`src/rtl/div_seq.sv`:
```
// -----------------------------------------------------------------------------
// div_seq -- iterative radix-2 restoring divider for DIV/DIVU in EX.
//
// The divider latches the operand magnitudes and sign bits when EX presents a
// request. It produces one quotient bit per cycle for WIDTH cycles. It then
// holds the sign-corrected quotient (to LO) and remainder (to HI) until the
// instruction leaves EX.
//
// Ports
//   clk          clock
//   reset        asynchronous, active-high reset
//   div_req      EX holds a valid DIV/DIVU
//   div_signed   1 = DIV, 0 = DIVU (sampled with div_req in IDLE)
//   src1, src2   dividend, divisor
//   es_go        EX instruction leaves EX this cycle (result consumed)
//   flush        exception/ERET flush of EX; abandons any operation
//   div_stop     EX must stall (request cycle plus every BUSY cycle)
//   div_busy     sequencer is not IDLE
//   result_valid quotient/remainder valid (DONE)
//   quotient     signed/unsigned quotient, registered
//   remainder    signed/unsigned remainder, registered
// -----------------------------------------------------------------------------
module div_seq #(
  parameter int WIDTH = 32
) (
  input  logic             clk,
  input  logic             reset,
  input  logic             div_req,
  input  logic             div_signed,
  input  logic [WIDTH-1:0] src1,
  input  logic [WIDTH-1:0] src2,
  input  logic             es_go,
  input  logic             flush,
  output logic             div_stop,
  output logic             div_busy,
  output logic             result_valid,
  output logic [WIDTH-1:0] quotient,
  output logic [WIDTH-1:0] remainder
);

  localparam int CNT_W = (WIDTH > 1) ? $clog2(WIDTH) : 1;

  localparam logic [1:0] S_IDLE = 2'd0;
  localparam logic [1:0] S_BUSY = 2'd1;
  localparam logic [1:0] S_DONE = 2'd2;

  logic [1:0]       state_q, state_d;
  logic [CNT_W-1:0] cnt_q,   cnt_d;
  // The dividend shifts out of the MSB while quotient bits shift into the LSB.
  // After WIDTH steps this register therefore holds the quotient magnitude.
  logic [WIDTH-1:0] dvd_q,   dvd_d;
  logic [WIDTH-1:0] dsr_q,   dsr_d;
  logic [WIDTH-1:0] rem_q,   rem_d;
  logic             sign1_q, sign1_d;
  logic             sign2_q, sign2_d;
  logic [WIDTH-1:0] quo_q,   quo_d;
  logic [WIDTH-1:0] rmd_q,   rmd_d;

  logic [WIDTH-1:0] abs1, abs2;
  logic [WIDTH:0]   rem_shift;
  logic [WIDTH:0]   diff;
  logic             q_bit;
  logic [WIDTH-1:0] q_next, r_next;
  logic             last_iter;
  logic             start;

  // Magnitudes of the operands. The most negative value maps to itself and is
  // then read as the unsigned 2^(WIDTH-1).
  assign abs1 = (div_signed && src1[WIDTH-1]) ? -src1 : src1;
  assign abs2 = (div_signed && src2[WIDTH-1]) ? -src2 : src2;

  // The shifted partial remainder is kept WIDTH+1 bits wide. Divisors of
  // 2^(WIDTH-1) or more can leave a partial remainder whose top bit is set, and
  // that bit must survive the shift. The subtractor borrow then gives the
  // quotient bit directly.
  assign rem_shift = {rem_q, dvd_q[WIDTH-1]};
  assign diff      = rem_shift - {1'b0, dsr_q};
  assign q_bit     = ~diff[WIDTH];
  assign r_next    = q_bit ? diff[WIDTH-1:0] : rem_shift[WIDTH-1:0];
  assign q_next    = {dvd_q[WIDTH-2:0], q_bit};
  assign last_iter = (cnt_q == CNT_W'(WIDTH - 1));
  assign start     = div_req && !flush;

  always_comb begin
    // NOTE: every signal assigned in this block receives a default first, so a
    // path that skips an assignment cannot infer a latch.
    state_d = state_q;
    cnt_d   = cnt_q;
    dvd_d   = dvd_q;
    dsr_d   = dsr_q;
    rem_d   = rem_q;
    sign1_d = sign1_q;
    sign2_d = sign2_q;
    quo_d   = quo_q;
    rmd_d   = rmd_q;

    case (state_q)
      S_IDLE: begin
        if (start) begin
          dvd_d   = abs1;
          dsr_d   = abs2;
          sign1_d = div_signed & src1[WIDTH-1];
          sign2_d = div_signed & src2[WIDTH-1];
          rem_d   = '0;
          cnt_d   = '0;
          state_d = S_BUSY;
        end
      end
      S_BUSY: begin
        dvd_d = q_next;
        rem_d = r_next;
        cnt_d = cnt_q + CNT_W'(1);
        if (flush) begin
          state_d = S_IDLE;
        end else if (last_iter) begin
          // Apply the sign correction while loading the output registers, so
          // the DONE outputs come straight from flops.
          quo_d   = (sign1_q ^ sign2_q) ? -q_next : q_next;
          rmd_d   = sign1_q ? -r_next : r_next;
          state_d = S_DONE;
        end
      end
      S_DONE: begin
        // div_req is still high here because the same instruction is in EX.
        // Only consumption or a flush releases the result.
        if (es_go || flush) state_d = S_IDLE;
      end
      default: state_d = S_IDLE;
    endcase
  end

  always_ff @(posedge clk or posedge reset) begin
    if (reset) begin
      state_q <= S_IDLE;
      cnt_q   <= '0;
      dvd_q   <= '0;
      dsr_q   <= '0;
      rem_q   <= '0;
      sign1_q <= 1'b0;
      sign2_q <= 1'b0;
      quo_q   <= '0;
      rmd_q   <= '0;
    end else begin
      // NOTE: sequential state uses non-blocking assignments. Every register
      // then samples its pre-edge value, and the order of these lines does not
      // matter.
      state_q <= state_d;
      cnt_q   <= cnt_d;
      dvd_q   <= dvd_d;
      dsr_q   <= dsr_d;
      rem_q   <= rem_d;
      sign1_q <= sign1_d;
      sign2_q <= sign2_d;
      quo_q   <= quo_d;
      rmd_q   <= rmd_d;
    end
  end

  // The request-cycle stall is combinational, so EX stalls in the same cycle
  // that it presents the division.
  always_comb begin
    div_stop = 1'b0;
    case (state_q)
      S_IDLE:  div_stop = start;
      S_BUSY:  div_stop = 1'b1;
      default: div_stop = 1'b0;
    endcase
  end

  assign div_busy     = (state_q != S_IDLE);
  assign result_valid = (state_q == S_DONE);
  assign quotient     = quo_q;
  assign remainder    = rmd_q;

endmodule

```
`config.mk`:
```
export PLATFORM = sky130hd
export DESIGN_NAME = div_seq
export DESIGN_NICKNAME = d
export VERILOG_FILES = /design/src/rtl/div_seq.sv
export SDC_FILE = /design/constraint.sdc
export NUM_CORES = 1
export LEC_CHECK = 0
export ABC_AREA = 1
export BUFFER_PORTS_ARGS = -buffer_cell sky130_fd_sc_hd__buf_2
export CAP_MARGIN = 15
export CORE_ASPECT_RATIO = 2
export CORE_MARGIN = 2
export CORE_UTILIZATION = 30
export DETAILED_ROUTE_END_ITERATION = 10
export PLACE_DENSITY = 0.59
export RECOVER_POWER = 100
export SLEW_MARGIN = 20
export SYNTH_ARGS = -nofsm -noshare
export SYNTH_HDL_FRONTEND = slang
export SYNTH_SLANG_ARGS = --single-unit
```
`constraint.sdc`:
```
create_clock -name clk -period 5.3 [get_ports clk]
set_clock_uncertainty 0.2 [all_clocks]
set_input_delay 0.265 -clock clk [delete_from_list [all_inputs] [get_ports clk]]
set_output_delay 0.265 -clock clk [all_outputs]
set_load 0.005 [all_outputs]
```
; After elaboration in Yosys (flattened, before gate mapping)
; Index checks and enable logic that the tools add are counted.
[classes]
add_sub_neg = 6
reduce_logical = 12
n_mux = 17
eq_ne = 6
n_bitwise = 5
[ops]
columns = operator, n
row1 = $mux 32, 7
row2 = $neg 32->32, 4
row3 = $pmux 32 s2, 2
row4 = $sub 33x32->33, 1
row5 = $pmux 5 s2, 1
row6 = $mux 2, 4
row7 = $pmux 2 s3, 1
row8 = $reduce_and 3->1, 2
row9 = $add 5x1->5 const B, 1
row10 = $eq 5x5->1 const B, 1
row11 = $mux 5, 1
row12 = $reduce_and 2->1, 2
row13 = $reduce_bool 2->1, 2
row14 = $logic_and 1x1->1, 3
row15 = $ne 3x3->1 const B, 1
row16 = $and 1x1->1, 2
row17 = $eq 2x1->1 const B, 1
row18 = $eq 2x2->1 const B, 1
row19 = $logic_not 2->1, 1
row20 = $ne 2x1->1 const B, 1
row21 = $ne 2x2->1 const B, 1
row22 = $not 1->1, 2
row23 = $pmux 1 s2, 1
row24 = $logic_not 1->1, 1
row25 = other kinds (2), 2
[totals]
elab_cells = 55
input_bits = 70
ff_bits = 169
out_inout_bits = 67

; Longest topological paths before layout
[depth]
ltp_word = 4
mapped_depth = 27
depth_no_buf = 26

; Worst setup path before layout
; Ideal clock, no wire load.
[synth_path]
path_type = reg2reg
from = register dvd_q[31]
to = register quo_q[30], in the netlist quotient[30]
t_arrival_ns = 3.777
synth_period_minus_slack_ns = 4.053
stages_incl_launch_ff = 28
path_slack_ns = 1.247
n_path_buf = 1
cell_sequence = dfrtp_1 inv_1 ha_1 fa_1 inv_1 nand2_1 nand2_1 nand3_1 nand2_2 nand2_2 nand2_2 nand2_4 nand2_4 nand2_4 nand2_8 buf_4 ha_1 inv_1 nor3_1 nand3_1 nor3_2 nand3_1 nor3_1 nand2_1 o31ai_2 o21ai_0 xor2_1 o21ai_1
[synth_between]
elab_chain_cells = 4
[synth_lines]
columns = element, line_no
row1 = "start, declared", 51  ; logic [WIDTH-1:0] dvd_q, dvd_d;
row2 = "start signal, assigned", 149  ; dvd_q <= dvd_d;
row3 = $sub 33x32->33, 77  ; assign diff = rem_shift - {1'b0, dsr_q};
row4 = $not 1->1, 78  ; assign q_bit = ~diff[WIDTH];
row5 = $neg 32->32, 118  ; quo_d = (sign1_q ^ sign2_q) ? -q_next : q_next;
row6 = $mux 32, 118
row7 = "end signal, assigned", 154  ; quo_q <= quo_d;
row8 = "end, declared", 56  ; logic [WIDTH-1:0] quo_q, quo_d;
; No other way between the ends.
; A chain may end at the register's enable or synchronous reset.

; Worst setup path in the final report
[layout_path]
from = register dsr_q[6]
to = register rmd_q[22], in the netlist remainder[22]
[layout_between]
elab_chain_cells = 4
[layout_lines]
columns = element, line_no
row1 = "start, declared", 52  ; logic [WIDTH-1:0] dsr_q, dsr_d;
row2 = "start signal, assigned", 150  ; dsr_q <= dsr_d;
row3 = $sub 33x32->33 *, 77
row4 = $mux 32 *, 79  ; assign r_next = q_bit ? diff[WIDTH-1:0] : rem_shift[WIDTH-1:0];
row5 = $neg 32->32, 119  ; rmd_d = sign1_q ? -r_next : r_next;
row6 = $mux 32 *, 119
row7 = "end signal, assigned", 155  ; rmd_q <= rmd_d;
row8 = "end, declared", 57  ; logic [WIDTH-1:0] rmd_q, rmd_d;
; Every way passes the cells marked *; elsewhere a longest branch is shown, timed or not.

==> impl_metrics.xml <==
<?xml version="1.0" encoding="UTF-8"?>
<metrics>
  <group name="timing">
    <metric name="worst_slack" unit="ps">250</metric>
    <metric name="rsz_0062_raised_after_global_routing" unit="">no</metric>
    <metric name="finalSetupViolations" unit="">0</metric>
    <metric name="final.setup.tns" unit="ps">0</metric>
    <metric name="fmax_achieved" unit="MHz">198</metric>
    <metric name="timing_max_transition_violations_final" unit="">335</metric>
    <metric name="timing.final.crit_share" unit="%">95.3</metric>
    <metric name="total_count_of_hold_check_failures_in_the_final_report" unit="">0</metric>
    <metric name="worst_hold_slack" unit="ps">12.2</metric>
    <metric name="worst-slew-pin-transition" unit="ps">2480</metric>
    <metric name="timing.slew.headroom" unit="%">-65.4</metric>
    <metric name="post-route-min-period" unit="ps">5050</metric>
  </group>
  <group name="global_route">
    <metric name="grt_pass1_wl" unit="um">79300</metric>
    <metric name="grt_pass1_vias" unit="">13900</metric>
    <metric name="largest_net_degree_at_the_start_of_global_routing" unit="">170</metric>
    <metric name="track_usage" unit="%">23.7</metric>
    <metric name="grt-ovfl-total" unit="">0</metric>
    <metric name="antenna_violations_before_repair" unit="">0</metric>
  </group>
  <group name="synthesis">
    <metric name="synth_top_flop_cell" unit="">sky130_fd_sc_hd__dfrtp_1</metric>
    <metric name="synth.area.top_cells" unit="">sky130_fd_sc_hd__dfrtp_1 (33%), sky130_fd_sc_hd__nand2_1 (21%), sky130_fd_sc_hd__inv_1 (7.9%), sky130_fd_sc_hd__nor2_1 (5.7%), sky130_fd_sc_hd__nand3_1 (5.3%)</metric>
    <metric name="synth_top_area_share" unit="%">32.5</metric>
    <metric name="synthDistinctLibCells" unit="">49</metric>
    <metric name="yosys.cell_count.top_type" unit="">sky130_fd_sc_hd__nand2_1</metric>
    <metric name="synth-seq-cells" unit="">169</metric>
    <metric name="ranking_of_synthesized_cells_by_instance_count" unit="">sky130_fd_sc_hd__nand2_1 (724), sky130_fd_sc_hd__inv_1 (274), sky130_fd_sc_hd__nor2_1 (197)</metric>
    <metric name="cell_type_with_the_largest_total_area_after_synthesis" unit="">sky130_fd_sc_hd__dfrtp_1</metric>
    <metric name="synth_enable_flop_cells" unit="">0</metric>
    <metric name="yosys_warnings" unit="">0</metric>
    <metric name="synth_cells" unit="">2012</metric>
    <metric name="syn_nets" unit="">2121</metric>
    <metric name="asyncSetResetFlopFracSynth" unit="%">100</metric>
    <metric name="synth_sequential_area_ratio" unit="%">32.5</metric>
    <metric name="synth_area_per_cell" unit="um2">6.46</metric>
    <metric name="synth_area" unit="um2">13000</metric>
  </group>
  <group name="worst_hold_path">
    <metric name="timing.hold.worst.class" unit="">in -&gt; reg</metric>
    <metric name="worstHoldEndpoint" unit="">dsr_q[2]$_DFFE_PP0P_</metric>
    <metric name="worst_hold_startpoint" unit="">src2[2]</metric>
    <metric name="min_path_cells" unit="">4</metric>
  </group>
  <group name="run_status">
    <metric name="outcome" unit="">complete, but fails checks</metric>
    <metric name="violations" unit="">max-capacitance violations, max-slew violations</metric>
  </group>
  <group name="power_and_ir_drop">
    <metric name="fraction_of_power_spent_switching_nets" unit="%">58.0</metric>
    <metric name="p_per_area" unit="nW/um2">648</metric>
    <metric name="seq_power_share" unit="%">18.5</metric>
    <metric name="share_clk_of_total_power" unit="%">13.3</metric>
    <metric name="power.share.combinational" unit="%">68.2</metric>
    <metric name="power.switching" unit="W">0.00565</metric>
    <metric name="max-vdd-ir-drop" unit="mV">0.330</metric>
    <metric name="internal_power" unit="W">0.00409</metric>
    <metric name="leakage" unit="nW">7.96</metric>
  </group>
  <group name="critical_path">
    <metric name="crit_chain" unit="">inv_1 &gt; ha_1 &gt; nand2_2 &gt; inv_1 &gt; a21oi_2 &gt; nand2_2 &gt; nand2_2 &gt; nand2_2 &gt; nand2_4 &gt; nand3_1 &gt; nand2_4 &gt; nand2_1 &gt; nand2_1 &gt; ha_1 &gt; nand3_1 &gt; nor2_1 &gt; nand3_1 &gt; nand2_1 &gt; nand3_1 &gt; nand3_1 &gt; nand2_1</metric>
    <metric name="crit_fanout" unit="">16</metric>
    <metric name="worst-r2r-cell-count" unit="">21</metric>
    <metric name="rr_endpoint" unit="">remainder[22]$_DFFE_PP0P_</metric>
    <metric name="critical_path.max_stage_delay" unit="ps">710</metric>
    <metric name="worst_endpoint_required_time" unit="ps">5440</metric>
    <metric name="regToRegSetupSlack" unit="ps">250</metric>
    <metric name="startpoint_type" unit="">flop</metric>
    <metric name="critPathKind" unit="">reg -&gt; reg</metric>
    <metric name="crit_path_top_delay_cell" unit="">sky130_fd_sc_hd__nand3_1</metric>
    <metric name="cp-startpoint" unit="">dsr_q[6]$_DFFE_PP0P_</metric>
    <metric name="critPathMostFrequentCell" unit="">sky130_fd_sc_hd__nand3_1</metric>
    <metric name="worst_setup_path_end_kind" unit="">flop</metric>
    <metric name="worst-endpoint-arrival" unit="ps">5190</metric>
    <metric name="regToRegStartpoint" unit="">dsr_q[6]$_DFFE_PP0P_</metric>
  </group>
  <group name="clock_network">
    <metric name="postCtsHoldBufs" unit="">40</metric>
    <metric name="number_of_gates_resized_after_cts" unit="">0</metric>
    <metric name="clock_path_buffers" unit="">2</metric>
    <metric name="cts_inserted_buffers" unit="">17</metric>
    <metric name="worst_setup_hold_path_clk_slew" unit="ps">70</metric>
    <metric name="htreeDepth" unit="">4</metric>
    <metric name="tritoncts_num_sinks" unit="">169</metric>
    <metric name="cts_root_buf" unit="">sky130_fd_sc_hd__clkbuf_16</metric>
    <metric name="tritoncts_clock_tree" unit="">built</metric>
    <metric name="clk_latency" unit="ps">470</metric>
    <metric name="cts_post_setup_buffers_inserted" unit="">0</metric>
  </group>
  <group name="layout">
    <metric name="antenna-diode-count" unit="">0</metric>
    <metric name="syn2layout_area_growth" unit="%">15.5</metric>
    <metric name="post-route-util" unit="%">35.2</metric>
    <metric name="ff_latch_area" unit="um2">4230</metric>
    <metric name="final_layout_net_count" unit="">2269</metric>
    <metric name="n_fill_cell" unit="">4648</metric>
    <metric name="footprint_of_the_multi_input_gates" unit="um2">7360</metric>
    <metric name="fraction_of_final_layout_cells_with_drive_strength_greater_than_1" unit="%">7.64</metric>
  </group>
  <group name="die">
    <metric name="die_h" unit="um">298</metric>
    <metric name="placeableCoreArea" unit="um2">42700</metric>
    <metric name="floorplan.rows" unit="">107</metric>
    <metric name="floorplan.die_area" unit="um2">45100</metric>
    <metric name="number_of_placed_i_o_pins" unit="">137</metric>
    <metric name="die_w" unit="um">151</metric>
    <metric name="starting_density_of_the_core" unit="%">30.4</metric>
  </group>
  <group name="detailed_routing">
    <metric name="final_antenna_net_count" unit="">0</metric>
    <metric name="drt_iter0_markers" unit="">795</metric>
    <metric name="avgViaCountPerCell" unit="">4.93</metric>
    <metric name="wl_per_cell" unit="um">19.0</metric>
    <metric name="finalWirelength" unit="um">51700</metric>
    <metric name="vias" unit="">13400</metric>
    <metric name="drt_pre_antenna_iters" unit="">5</metric>
    <metric name="drcViolationCount" unit="">0</metric>
  </group>
  <group name="flow_run">
    <metric name="max-cap-violations" unit="">4</metric>
  </group>
  <group name="placed_design">
    <metric name="placement.io_buffers" unit="">136</metric>
    <metric name="dp.final_hpwl" unit="um">41200</metric>
    <metric name="gp_weighted_congestion" unit="">1.02</metric>
    <metric name="dp_worst_setup_slack" unit="ps">550</metric>
  </group>
</metrics>
==> worst max path at each step <==
stage | to | slack, ps
floorplan | cnt_q[0]$_DFFE_PP0P_ | 260
global placement | quotient[30]$_DFFE_PP0P_ | 540
detailed placement | quotient[30]$_DFFE_PP0P_ | 550
CTS | quotient[30]$_DFFE_PP0P_ | 530
global route | quotient[30]$_DFFE_PP0P_ | 40
finish | remainder[22]$_DFFE_PP0P_ | 250
==> worst max-delay path: cells and delay by family (launching register included) <==
kind,cells,cell delay (ps)
AOI/OAI and AO/OA,1,220
and+or+nand+nor,16,3410
buffers and inverters,2,130
DFF,1,350
adders and majority gates,2,590
==> final cells by class <==
class	instances	area share, %
multi-input cells	1503	49.0
clock buffers	17	2.83
inverters	280	7.03
well taps	545	4.54
repair buffers	189	7.33
clock inverters	15	1.05
flip-flops and latches	169	28.2
==> cells by family after synthesis <==
| family | share of synthesized area [%] |
|---|---|
| buffers and inverters | 10.3 |
| DFF | 32.5 |
| xor gates and xnor gates | 5.79 |
| adders and majority gates | 3.81 |
| AOI/OAI and AO/OA | 10.6 |
| and+or+nand+nor | 36.9 |
==> power by group through the flow <==
stage	combinational (W)	clock [W]	sequential (W)
after global routing	0.00739	0.00137	0.00183
after CTS	0.00669	0.00132	0.00180
final	0.00664	0.00129	0.00180
after global placement	0.00662	0	0.00181
after detailed placement	0.00663	0	0.00182
after floorplan	0.00469	0	0.00172
==> stage by stage <==
stage / cells / power, W / area, um2
floorplan: 2012 / 0.00641 / 13000
global placement: 2646 / 0.00844 / 14200
detailed placement: 2646 / 0.00846 / 14200
CTS: 2718 / 0.00981 / 15200
global route: 2718 / 0.0106 / 15000
finish: 2718 / 0.00973 / 15000
==> placed cells by master (no fill, tap or decap), drive strengths merged, types with 22 or more instances in the layout <==
cell type	Yosys	routed
buf	18	97
ha	38	38
nand2	747	747
dlygate4sd3	0	40
o221ai	25	25
dfrtp	169	169
xor2	66	66
a21oi	36	36
nor3	22	22
clkbuf	42	69
nor2	205	205
inv	278	286
o21ai	105	105
nand3	140	140
o22ai	32	32
==> registers in the layout, summed over array words and instances (netlist names) <==
signal     count
dsr_q         32
state_q        2
dvd_q         32
quotient      32
remainder     32
cnt_q          5
sign1_q        1
sign2_q        1
rem_q         32
==> routing by layer <==
layer | track usage (%) | wire length [um] | vias to the layer above | share of wire (%)
li1 | - | - | 6663 | -
met1 | 21.8 | 17000 | 6217 | 33
met3 | 2.63 | 1510 | 160 | 2.9
met2 | 44.9 | 28200 | 367 | 55
met4 | 19.5 | 4960 | 0 | 9.6
met5 | 0 | 0 | - | 0
Power figures use the tool's default switching activity.
